[src/rtl/mips_hazard_ctrl.sv]
// Hazard and run controller for the 5-stage MIPS pipeline: load-use stalls,
// branch squashes, EX forwarding selects, run/drain/halt sequencing and counters.
module mips_hazard_ctrl #(
    parameter int REG_ADDR_W   = 5,
    parameter int DRAIN_CYCLES = 3,
    parameter int CNT_W        = 16
) (
    input  logic                  clk,
    input  logic                  reset_n,
    input  logic                  start,
    input  logic [REG_ADDR_W-1:0] rs_d,
    input  logic [REG_ADDR_W-1:0] rt_d,
    input  logic                  uses_rs_d,
    input  logic                  uses_rt_d,
    input  logic                  halt_d,
    input  logic [REG_ADDR_W-1:0] rs_e,
    input  logic [REG_ADDR_W-1:0] rt_e,
    input  logic                  mem_read_e,
    input  logic                  reg_write_e,
    input  logic [REG_ADDR_W-1:0] write_reg_e,
    input  logic                  reg_write_m,
    input  logic [REG_ADDR_W-1:0] write_reg_m,
    input  logic                  reg_write_w,
    input  logic [REG_ADDR_W-1:0] write_reg_w,
    input  logic                  pc_src_e,
    output logic                  pc_write,
    output logic                  if_id_write,
    output logic                  if_id_flush,
    output logic                  id_ex_flush,
    output logic [1:0]            fwd_a,
    output logic [1:0]            fwd_b,
    output logic                  running,
    output logic                  halted,
    output logic [CNT_W-1:0]      cycle_cnt,
    output logic [CNT_W-1:0]      stall_cnt,
    output logic [CNT_W-1:0]      flush_cnt
);

    localparam int DRN_W = $clog2(DRAIN_CYCLES + 1);
    localparam logic [DRN_W-1:0] DRAIN_LOAD = DRN_W'(DRAIN_CYCLES - 1);

    typedef enum logic [1:0] {
        S_IDLE,
        S_RUN,
        S_DRAIN,
        S_HALTED
    } state_t;

    state_t           state_q, state_d;
    logic [DRN_W-1:0] drain_q, drain_d;
    logic [CNT_W-1:0] cycle_q, stall_q, flush_q;
    logic             load_use;
    logic             stall_inc, flush_inc, cycle_inc;

    // MEM result is younger than WB data, so it wins when both match.
    always_comb begin
        fwd_a = 2'b00;
        if (reg_write_m && write_reg_m != '0 && write_reg_m == rs_e)
            fwd_a = 2'b01;
        else if (reg_write_w && write_reg_w != '0 && write_reg_w == rs_e)
            fwd_a = 2'b10;
    end

    always_comb begin
        fwd_b = 2'b00;
        if (reg_write_m && write_reg_m != '0 && write_reg_m == rt_e)
            fwd_b = 2'b01;
        else if (reg_write_w && write_reg_w != '0 && write_reg_w == rt_e)
            fwd_b = 2'b10;
    end

    assign load_use = mem_read_e && reg_write_e && (write_reg_e != '0) &&
                      ((uses_rs_d && rs_d == write_reg_e) ||
                       (uses_rt_d && rt_d == write_reg_e));

    always_comb begin
        // NOTE: every output gets a default first so no path through the case infers a latch.
        state_d     = state_q;
        drain_d     = drain_q;
        pc_write    = 1'b0;
        if_id_write = 1'b0;
        if_id_flush = 1'b1;
        id_ex_flush = 1'b1;
        stall_inc   = 1'b0;
        flush_inc   = 1'b0;
        unique case (state_q)
            S_IDLE: begin
                if (start) state_d = S_RUN;
            end
            S_RUN: begin
                if (pc_src_e) begin
                    pc_write  = 1'b1;
                    flush_inc = 1'b1;
                end else if (load_use) begin
                    if_id_flush = 1'b0;
                    stall_inc   = 1'b1;
                end else begin
                    pc_write    = 1'b1;
                    if_id_write = 1'b1;
                    if_id_flush = 1'b0;
                    id_ex_flush = 1'b0;
                    if (halt_d) begin
                        state_d = S_DRAIN;
                        drain_d = DRAIN_LOAD;
                    end
                end
            end
            S_DRAIN: begin
                if (drain_q == '0) state_d = S_HALTED;
                else               drain_d = drain_q - 1'b1;
            end
            default: ;
        endcase
    end

    assign cycle_inc = (state_q == S_RUN) || (state_q == S_DRAIN);

    // NOTE: sequential state uses non-blocking assignments so all registers update together.
    always_ff @(posedge clk) begin
        if (!reset_n) begin
            state_q <= S_IDLE;
            drain_q <= '0;
            cycle_q <= '0;
            stall_q <= '0;
            flush_q <= '0;
        end else begin
            state_q <= state_d;
            drain_q <= drain_d;
            if (cycle_inc && cycle_q != '1) cycle_q <= cycle_q + 1'b1;
            if (stall_inc && stall_q != '1) stall_q <= stall_q + 1'b1;
            if (flush_inc && flush_q != '1) flush_q <= flush_q + 1'b1;
        end
    end

    assign running   = cycle_inc;
    assign halted    = (state_q == S_HALTED);
    assign cycle_cnt = cycle_q;
    assign stall_cnt = stall_q;
    assign flush_cnt = flush_q;

endmodule

[config.mk]
export PLATFORM = sky130hd
export DESIGN_NAME = mips_hazard_ctrl
export DESIGN_NICKNAME = d
export VERILOG_FILES = /design/src/rtl/mips_hazard_ctrl.sv
export SDC_FILE = /design/constraint.sdc
export NUM_CORES = 1
export LEC_CHECK = 0
export CORE_UTILIZATION = 45
export DETAILED_ROUTE_END_ITERATION = 8
export GPL_ROUTABILITY_DRIVEN = 0
export PLACE_DENSITY = 0.79
export SKIP_CTS_REPAIR_TIMING = 1
export SLEW_MARGIN = 15
export SYNTH_ARGS = -nofsm -noshare
export SYNTH_HDL_FRONTEND = slang
export SYNTH_SLANG_ARGS = --single-unit
[constraint.sdc]
create_clock -name clk -period 2.8 [get_ports clk]
set_input_delay 0.28 -clock clk [delete_from_list [all_inputs] [get_ports clk]]
set_output_delay 0.28 -clock clk [all_outputs]
set_load 0.01 [all_outputs]
# Word level (Yosys, flattened, before mapping)
# Cells that the tools add are included.
dict set report totals {
  regBits 52
  input_bits 46
  output_inout_bits 58
  elab_cells 77
}
dict set report op_classes {
  addsub 4
  eq_ne 18
  mux 25
  n_reduce_logical 25
}
# operator count
set op_table {}
lappend op_table {{adder 16 x 1 -> 16 bit, second input constant} 3}
lappend op_table {{!= test 16 bit, second input constant} 3}
lappend op_table {{equality test 5 bit} 6}
lappend op_table {{two-way mux 2 bit} 10}
lappend op_table {{nonzero test 5 bit} 3}
lappend op_table {{logical AND 1 bit} 14}
lappend op_table {{two-way mux 1 bit} 13}
lappend op_table {{!= test 2 bit, second input constant} 6}
lappend op_table {{one-hot mux 2 bit (3 select lines)} 1}
lappend op_table {{AND reduction 6 bit} 1}
lappend op_table {{AND reduction 5 bit} 1}
lappend op_table {{equality test 2 bit, second input constant} 2}
lappend op_table {{logical NOT 2 bit} 2}
lappend op_table {{one-hot mux 2 bit (2 select lines)} 1}
lappend op_table {{nonzero test 3 bit} 1}
lappend op_table {{equality test 2 x 1 -> 1 bit, second input constant} 1}
lappend op_table {{logical OR 1 bit} 2}
lappend op_table {{nonzero test 2 bit} 1}
lappend op_table {{subtractor 2 x 1 -> 2 bit, second input constant} 1}

# Longest topological paths before layout
# Gate-level depths: netlist of the first run.
dict set report logic_depth {
  ltp_word 8
  depth_mapped 9
  mapped_depth_nobuf 8
}

# Worst setup path after synthesis of the first run
# OpenSTA, ideal clock, no wires.
dict set report synth_path {
  path_type {input port to output port}
  start {in write_reg_e[0]}
  end {out pc_write}
  arrival_time_ns 1.622
  required_time_ns 2.520
  setup_slack_ns 0.898
  stages 7
  path_buffers 2
  cell_sequence {or3_1 > o311a_1 > nand2_2 > buf_4 > buf_4 > nor2_1 > nor2_1}
}
dict set report synth_via {
  elab_chain_len 7
  word_cells_on_any_way 11
  classes_between {2 x eq/ne; 3 x mux; 6 x reduce/logical}
}
# element line_no
set synth_rtl {}
lappend synth_rtl {{start, declared} 20} ;# input logic [REG_ADDR_W-1:0] write_reg_e,
lappend synth_rtl {{equality test 5 bit (on tied branches)} {73, 74}}
lappend synth_rtl {{logical AND 1 bit (on tied branches)} {73, 74}}
lappend synth_rtl {{logical OR 1 bit} 73} ;# ((uses_rs_d && rs_d == write_reg_e) ||
lappend synth_rtl {{logical AND 1 bit (*)} 72} ;# assign load_use = mem_read_e && reg_write_e && (write_reg_e != '0) &&
lappend synth_rtl {{two-way mux 1 bit (*)} 94} ;# end else if (load_use) begin
lappend synth_rtl {{two-way mux 1 bit (*)} 91} ;# if (pc_src_e) begin
lappend synth_rtl {{two-way mux 1 bit (*)} 86} ;# unique case (state_q)
lappend synth_rtl {{end, declared} 26} ;# output logic pc_write,
# Every way passes the cells marked *; elsewhere a longest branch is shown, timed or not.

# Worst setup path in the final report of the first run
dict set report layout_path {
  start {in write_reg_m[1]}
  end {out fwd_a[1]}
}
dict set report layout_via {
  elab_chain_len 4
  word_cells_on_any_way 5
  classes_between {1 x eq/ne; 1 x mux; 3 x reduce/logical}
}
# element line_no
set layout_rtl {}
lappend layout_rtl {{start, declared} 22} ;# input logic [REG_ADDR_W-1:0] write_reg_m,
lappend layout_rtl {{nonzero test 5 bit} 58} ;# if (reg_write_m && write_reg_m != '0 && write_reg_m == rs_e)
lappend layout_rtl {{logical AND 1 bit} 58}
lappend layout_rtl {{logical AND 1 bit (*)} 58}
lappend layout_rtl {{two-way mux 2 bit (*)} 58}
lappend layout_rtl {{end, declared} 30} ;# output logic [1:0] fwd_a,
# Marked as above.

==> summary.md, run 1 <==
| Metric | Value |
|---|---|
| Root Buffer | clkbuf_8 |
| Ys Warns | 0 |
| Initial Util | 47.4% |
| Finished Core Util | 65.8% |
| Worst endpoint data arrival time | 2.44 ns |
| Fillers | 565 |
| Total I/O pin count | 104 |
| Kind of cell adding the most delay to the critical path | buffers and inverters |
| Main flop type after synthesis | dfxtp_1 |
| Count leader, synth | dfxtp_1 |
| Port buffer count | 103 |
| CTS tree | yes |
| Pre-CTS setup slack | 0.0900 ns |
| Clk_skew | 0.00662 ns |
| Die Span Y | 84.7 um |
| FP Rows | 29 |
| CTS clock-pin slew for the worst setup and hold paths | 0.09 ns |
| Critical Path RT | 2.52 ns |
| Number of inserted diodes | 0 |
| Setup CP Type | in2out |
| Gr usage total | 21.5% |
| Remaining Overflow, GRT | 0 |
| Reg2Reg Setup Slack | 0.63 ns |
| Peak fanout along the critical path | 3 |
| Count of mapped cells out of synthesis | 364 |
| RR Startpoint | state_q[0] |
| Slowest stage cell, crit path | clkdlybuf4s50_1 |
| HP Start | drain_q[1] |
| Synth top area cells | dfxtp_1, xnor2_1, xor2_1, nor2_1, ha_1 |
| Min-delay worst type | reg2reg |
| Synthesized cell area | 3080 um2 |
| Status | finished, violations left |
| Commonest cells in the netlist | dfxtp_1, nor2_1, xnor2_1 |
| Fmax | 368 MHz |
| First-pass GRT wire length | 12600 um |
| Slowest cell delay on critical path | 0.58 ns |
| Max-Cap Viols | 0 |
| Worst-case reg-to-reg path depth | 7 |
| Worst slew pin tran | 0.648 ns |
| Tmin final | 2.72 ns |
| Peak VDD IR | 0.000435 V |
| Sequential share of the synthesized area | 33.8% |
| EDFF count, synth | 0 |
| Setup crit start | write_reg_m[1] |
| Critical path startpoint category | primary input |
| Worst setup margin | 0.0845 ns |
| Final Hold Vio Count | 0 |
| Antenna Violating Nets Remaining | 0 |
| Initial DRC Count | 113 |
| Failing checks | design-rule violations |
| Pins Over Slew Limit | 0 |
| Clock Latency Late Sink | 0.30 ns |
| PD cells | 428 nW/um2 |
| Initial antenna violation count | 0 |
| Vias in the first global route | 2786 |
| Hold path depth | 2 |
| Buf+Inv Stages, Crit Path | 2 |
| H-tree depth | 2 |
| Die Area | 7180 um2 |
| Drt total wl | 7650 um |
| Worst-path cell chain | clkdlybuf4s50_1, or4_1, o21ai_1, nor4_1, nor4_1, clkdlybuf4s50_1 |
| Post-synth top area share | 33.8% |
| Via count | 2970 |
| CTS Buf Count | 5 |
| Pin count of the biggest net entering global routing | 28 |
| Syn nets | 419 |
| Worst setup EP type | output port |
| LEAKAGE | 1.48 nW |
| Mean Syn Cell Area | 8.46 um2 |
| Synth async-reset ratio | 0% |
| Netlist cell types | 47 |
| Post-route DRC | 14 |
| CTS Sinks | 52 |
| Core Box Area | 6490 um2 |
| Router iterations before antenna repair | 7 |
| Final setup vio count | 0 |
| Max Root-Sink Buffers | 2 |
| HPWL after DPL | 5740 um |
| Worst Hold End | drain_q[1] |
| Dominant cell type by area after synthesis | dfxtp_1 |
| Area Growth Syn to Fin | 38.8% |
| Wire per inst | 14.1 um |
| Relative slew margins | 56.7% |
| Layout cells sized above 1 | 5.35% |
| DR vias/cell | 5.46 |
| Final Cycle Share | 97.0% |
| Die width | 84.7 um |
| Seq cells post-synth | 52 |
| FF-to-FF End | cycle_cnt[14] |
| Nets@finish | 521 |
cells by family (layout without fill, tap and decap cells):
logic type                 after synthesis  count (layout)  synth area share (%)
DFF                                     52              52                  33.8
AOI/OAI and AO/OA                       51              51                  10.6
muxes                                   11              11                  3.58
adders and majority gates                9               9                  3.66
xor gates and xnor gates                55              55                  15.6
and+or+nand+nor                        159             159                  28.8
buffers and inverters                   27             130                  3.90
power by group:
group / internal, mW / switching [mW] / total, mW
logic: 0.277 / 0.286 / 0.563
clock network: 0.203 / 0.248 / 0.451
registers: 0.777 / 0.0405 / 0.817
how the worst max path moves through the flow:
stage	to	slack, ns	cells after the start
after floorplan	pc_write	0.90	7
after global placement	fwd_a[1]	0.14	6
after detailed placement	fwd_b[1]	0.09	6
after CTS	fwd_b[1]	0.09	6
after global routing	fwd_a[1]	-0.0007	6
final	fwd_a[1]	0.08	6
state kept, by name (all words and copies together) (netlist names):
register / cells
state_q: 2
stall_cnt: 16
cycle_cnt: 16
drain_q: 2
flush_cnt: 16
placed cells by master, fill, tap and decap left out, types with 2 or more instances in the layout:
cell type,n
clkdlybuf4s50_1,102
dfxtp_1,52
nor2_1,33
xnor2_1,28
xor2_1,27
nand2_1,27
nand3_1,18
a21oi_1,18
or4_1,13
nand4_1,13
inv_1,12
mux2i_1,11
nand2b_1,9
ha_1,9
o31ai_1,8
o21ai_1,7
or3_1,7
nor4_1,6
o21ai_0,6
nor3_1,6
and3_1,6
clkbuf_8,6
and4_1,5
and2_1,3
buf_4,3
inv_2,2
nor4_2,2
clkinv_1,2
a211oi_1,2
o21a_1,2
and2_4,2
a21o_1,2
layout make-up:
cell class | count | area [um2] | share of cell area (%)
Clock buffer | 6 | 82.6 | 1.93
Timing Repair Buffer | 106 | 1060 | 24.7
Tap cell | 77 | 96.3 | 2.25
Sequential cell | 52 | 1040 | 24.4
Multi-Input combinational cell | 285 | 1920 | 45.0
Inverter | 16 | 60.1 | 1.41
Clock inverter | 2 | 13.8 | 0.322
layer usage:
metal  global-route usage, %  vias up  part of all wire [%]
li1                        -     1491                     -
met1                    26.2     1373                    43
met2                    38.1      100                    48
met3                    5.31        6                   8.3
met4                    5.24        0                  0.88
met5                       0        -                     0
per-stage QoR:
stage | TNS (ns) | power [mW] | instances | cell area (um2) | hold WS [ns]
2_1_floorplan | 0 | 1.16 | 364 | 3080 | 0.453
3_3_place_gp | 0 | 1.37 | 536 | 4170 | 0.472
3_5_place_dp | 0 | 1.39 | 536 | 4170 | 0.475
4_1_cts | 0 | 1.85 | 544 | 4270 | 0.488
5_1_grt | -0.000661 | 1.94 | 544 | 4270 | 0.523
6_report | 0 | 1.83 | 544 | 4270 | 0.488
worst reg2reg max path, delay by kind of cell, from the launching register on:
kind | cells | cell delay (ns)
AND/OR/NAND/NOR | 4 | 0.93
adder cells (fa/ha/maj) | 1 | 0.44
flip-flops | 1 | 0.42
XOR/XNOR | 1 | 0.17
buffers and inverters | 1 | 0.11
Note: power is estimated with default switching activity, not from simulation.
==> run 2, diff against run 1 <==
--- a/config.mk
+++ b/config.mk
@@ -5,10 +5,11 @@
 export SDC_FILE = /design/constraint.sdc
 export NUM_CORES = 1
 export LEC_CHECK = 0
+export CORE_ASPECT_RATIO = 0.9
 export CORE_UTILIZATION = 45
 export DETAILED_ROUTE_END_ITERATION = 8
 export GPL_ROUTABILITY_DRIVEN = 0
-export PLACE_DENSITY = 0.79
+export PLACE_DENSITY = 0.81
 export SKIP_CTS_REPAIR_TIMING = 1
 export SLEW_MARGIN = 15
 export SYNTH_ARGS = -nofsm -noshare
==> summary.md, run 2 (same netlist as run 1, synthesis figures left out) <==
| Metric | Value |
|---|---|
| Final Hold Vio Count | 0 (unchanged) |
| LEAKAGE | 1.50 nW (+0.96%) |
| Slowest cell delay on critical path | 0.57 ns (about the same) |
| Total I/O pin count | 104 (unchanged) |
| First-pass GRT wire length | 12000 um (-4.9%) |
| Port buffer count | 103 (unchanged) |
| Worst setup EP type | output port |
| Clock Latency Late Sink | 0.31 ns (about the same) |
| Pin count of the biggest net entering global routing | 28 (unchanged) |
| Critical path startpoint category | primary input |
| Final setup vio count | 0 (unchanged) |
| Die Span Y | 80.5 um (-5.0%) |
| Via count | 2972 (+0.067%) |
| DP Area | 4190 um2 (+0.57%) |
| CTS tree | yes |
| Max Root-Sink Buffers | 2 (unchanged) |
| H-tree depth | 2 (unchanged) |
| Nets@finish | 522 (+0.19%) |
| Post-route DRC | 0 (-14) |
| Kind of cell adding the most delay to the critical path | buffers and inverters |
| DR vias/cell | 5.33 (-2.4%) |
| Finished Core Util | 65.1% (-0.67 points) |
| Drt total wl | 7810 um (+2.2%) |
| Unrepaired setup endpoints after global routing | no |
| WHS | 0.488 ns (+0.0000870 ns) |
| Peak fanout along the critical path | 3 (unchanged) |
| Most frequent cells in the layout | clkdlybuf4s50_1, dfxtp_1, nor2_1 |
| Wire per inst | 14.0 um (-0.37%) |
| Root Buffer | clkbuf_8 |
| Reg2Reg Setup Slack | 0.67 ns (+0.04 ns) |
| Initial DRC Count | 93 (-18%) |
| Met2 GRT Util | 40.3% (+2.2 points) |
| Die Area | 7180 um2 (about the same) |
| Number of inserted diodes | 0 (unchanged) |
| Remaining Overflow, GRT | 0 (unchanged) |
| Setup CP Type | in2out |
| Slowest stage cell, crit path | clkdlybuf4s50_1 |
| Most common cell after layout, fill and taps aside | clkdlybuf4s50_1 |
| Total power | 1.81 mW (-0.89%) |
| HPWL after DPL | 5910 um (+2.9%) |
| Area Growth Syn to Fin | 39.3% |
| Worst-path cell chain | clkdlybuf4s50_1, or3_1, o311a_1, a21oi_1, clkdlybuf4s50_1 |
| Final instance area | 4290 um2 (+0.38%) |
| Busiest grt layer | met2 |
| Worst endpoint data arrival time | 2.26 ns (-0.18 ns) |
| Min-delay worst type | reg2reg |
| Setup TNS | 0 ns (unchanged) |
| Cell mode on critical path | clkdlybuf4s50_1 |
| Die width | 89.2 um (+5.3%) |
| Antenna Violating Nets Remaining | 0 (unchanged) |
| Initial antenna violation count | 0 (unchanged) |
| Status | finished, final reports clean |
| Max-Cap Viols | 0 (unchanged) |
| CTS Sinks | 52 (unchanged) |
| Met1 global-route usage | 23.1% (-3.2 points) |
| Tmin final | 2.54 ns (-0.176 ns) |
| Pins Over Slew Limit | 0 (unchanged) |
| Peak VDD IR | 0.000269 V (-38%) |
| CTS clock-pin slew for the worst setup and hold paths | 0.09 ns (about the same) |
| FP Rows | 28 (-3.4%) |
| Gr usage total | 21.4% (-0.15 points) |
| Buf+Inv Stages, Crit Path | 2 (unchanged) |
| Relative slew margins | 60.6% (+3.9 points) |
| Final Cycle Share | 90.7% (-6.3 points) |
| Layout cells sized above 1 | 5.34% (-0.011 points) |
| Worst slew pin tran | 0.590 ns (-0.0582 ns) |
| Router iterations before antenna repair | 4 (-3) |
| Core Box Area | 6590 um2 (+1.4%) |
| PD cells | 423 nW/um2 (-1.3%) |
| Initial Util | 46.8% (-0.66 points) |
| Critical Path RT | 2.52 ns (about the same) |
| Fmax | 394 MHz (+6.9%) |
| CTS Buf Count | 5 (unchanged) |
| Vias in the first global route | 2747 (-1.4%) |
| Grt met3 use | 6.37% (+1.1 points) |
| Clk_skew | 0.0153 ns (+0.00866 ns) |
run 2: changes by cell type in the layout (fill, tap and decap cells not counted):
cell	delta
buf_4	+1
clkbuf_1	+1
clkbuf_8	-1
clkdlybuf4s50_1	-1
clkinv_2	-1
clkinv_4	+1
clkinvlp_4	+1
dlymetal6s2s_1	+1
inv_6	-1
nor4_1	+1
nor4_2	-1
o21ai_1	-1
o21ai_2	+1
run 2: metrics by stage:
stage	worst slack [ns]	std cells
finish	0.260	558
global route	0.111	558
CTS	0.0475	558
detailed placement	0.0496	550
global placement	0.142	550
floorplan	0.898	364
run 2: path summary, 6_finish.rpt:
| kind | from | to | depth (start not counted) |
|---|---|---|---|
| setup / recovery | write_reg_e[1] | if_id_write | 5 |
| hold / removal | cycle_cnt[15] | cycle_cnt[15] | 2 |
| setup reg to reg | stall_cnt[0] | stall_cnt[10] | 6 |
| hold reg to reg | cycle_cnt[15] | cycle_cnt[15] | 2 |
run 2: report_power, final:
group	internal [mW]	switching (mW)	total [mW]
clock	0.178	0.256	0.435
combinational	0.278	0.286	0.565
sequential	0.777	0.0384	0.815
total	1.23	0.581	1.81
run 2: worst min-delay path, cell delays in order (launching register included):
cell and delay, ns:
dfxtp_1 0.34, nand2_1 0.06, mux2i_1 0.05
run 2: layout make-up:
type | count | area, um2
well taps | 90 | 113
clock buffers | 6 | 72.6
fillers | 552 | 2300
clock inverters | 2 | 16.3
flip-flops and latches | 52 | 1040
multi-input cells | 285 | 1920
repair buffers | 107 | 1070
inverters | 16 | 60.1
run 2: routing by layer:
layer | wire length, um | up-vias
met1 | 3320 | 1359
met3 | 753 | 7
met4 | 74 | 0
met5 | 0 | -
met2 | 3670 | 106
li1 | - | 1500
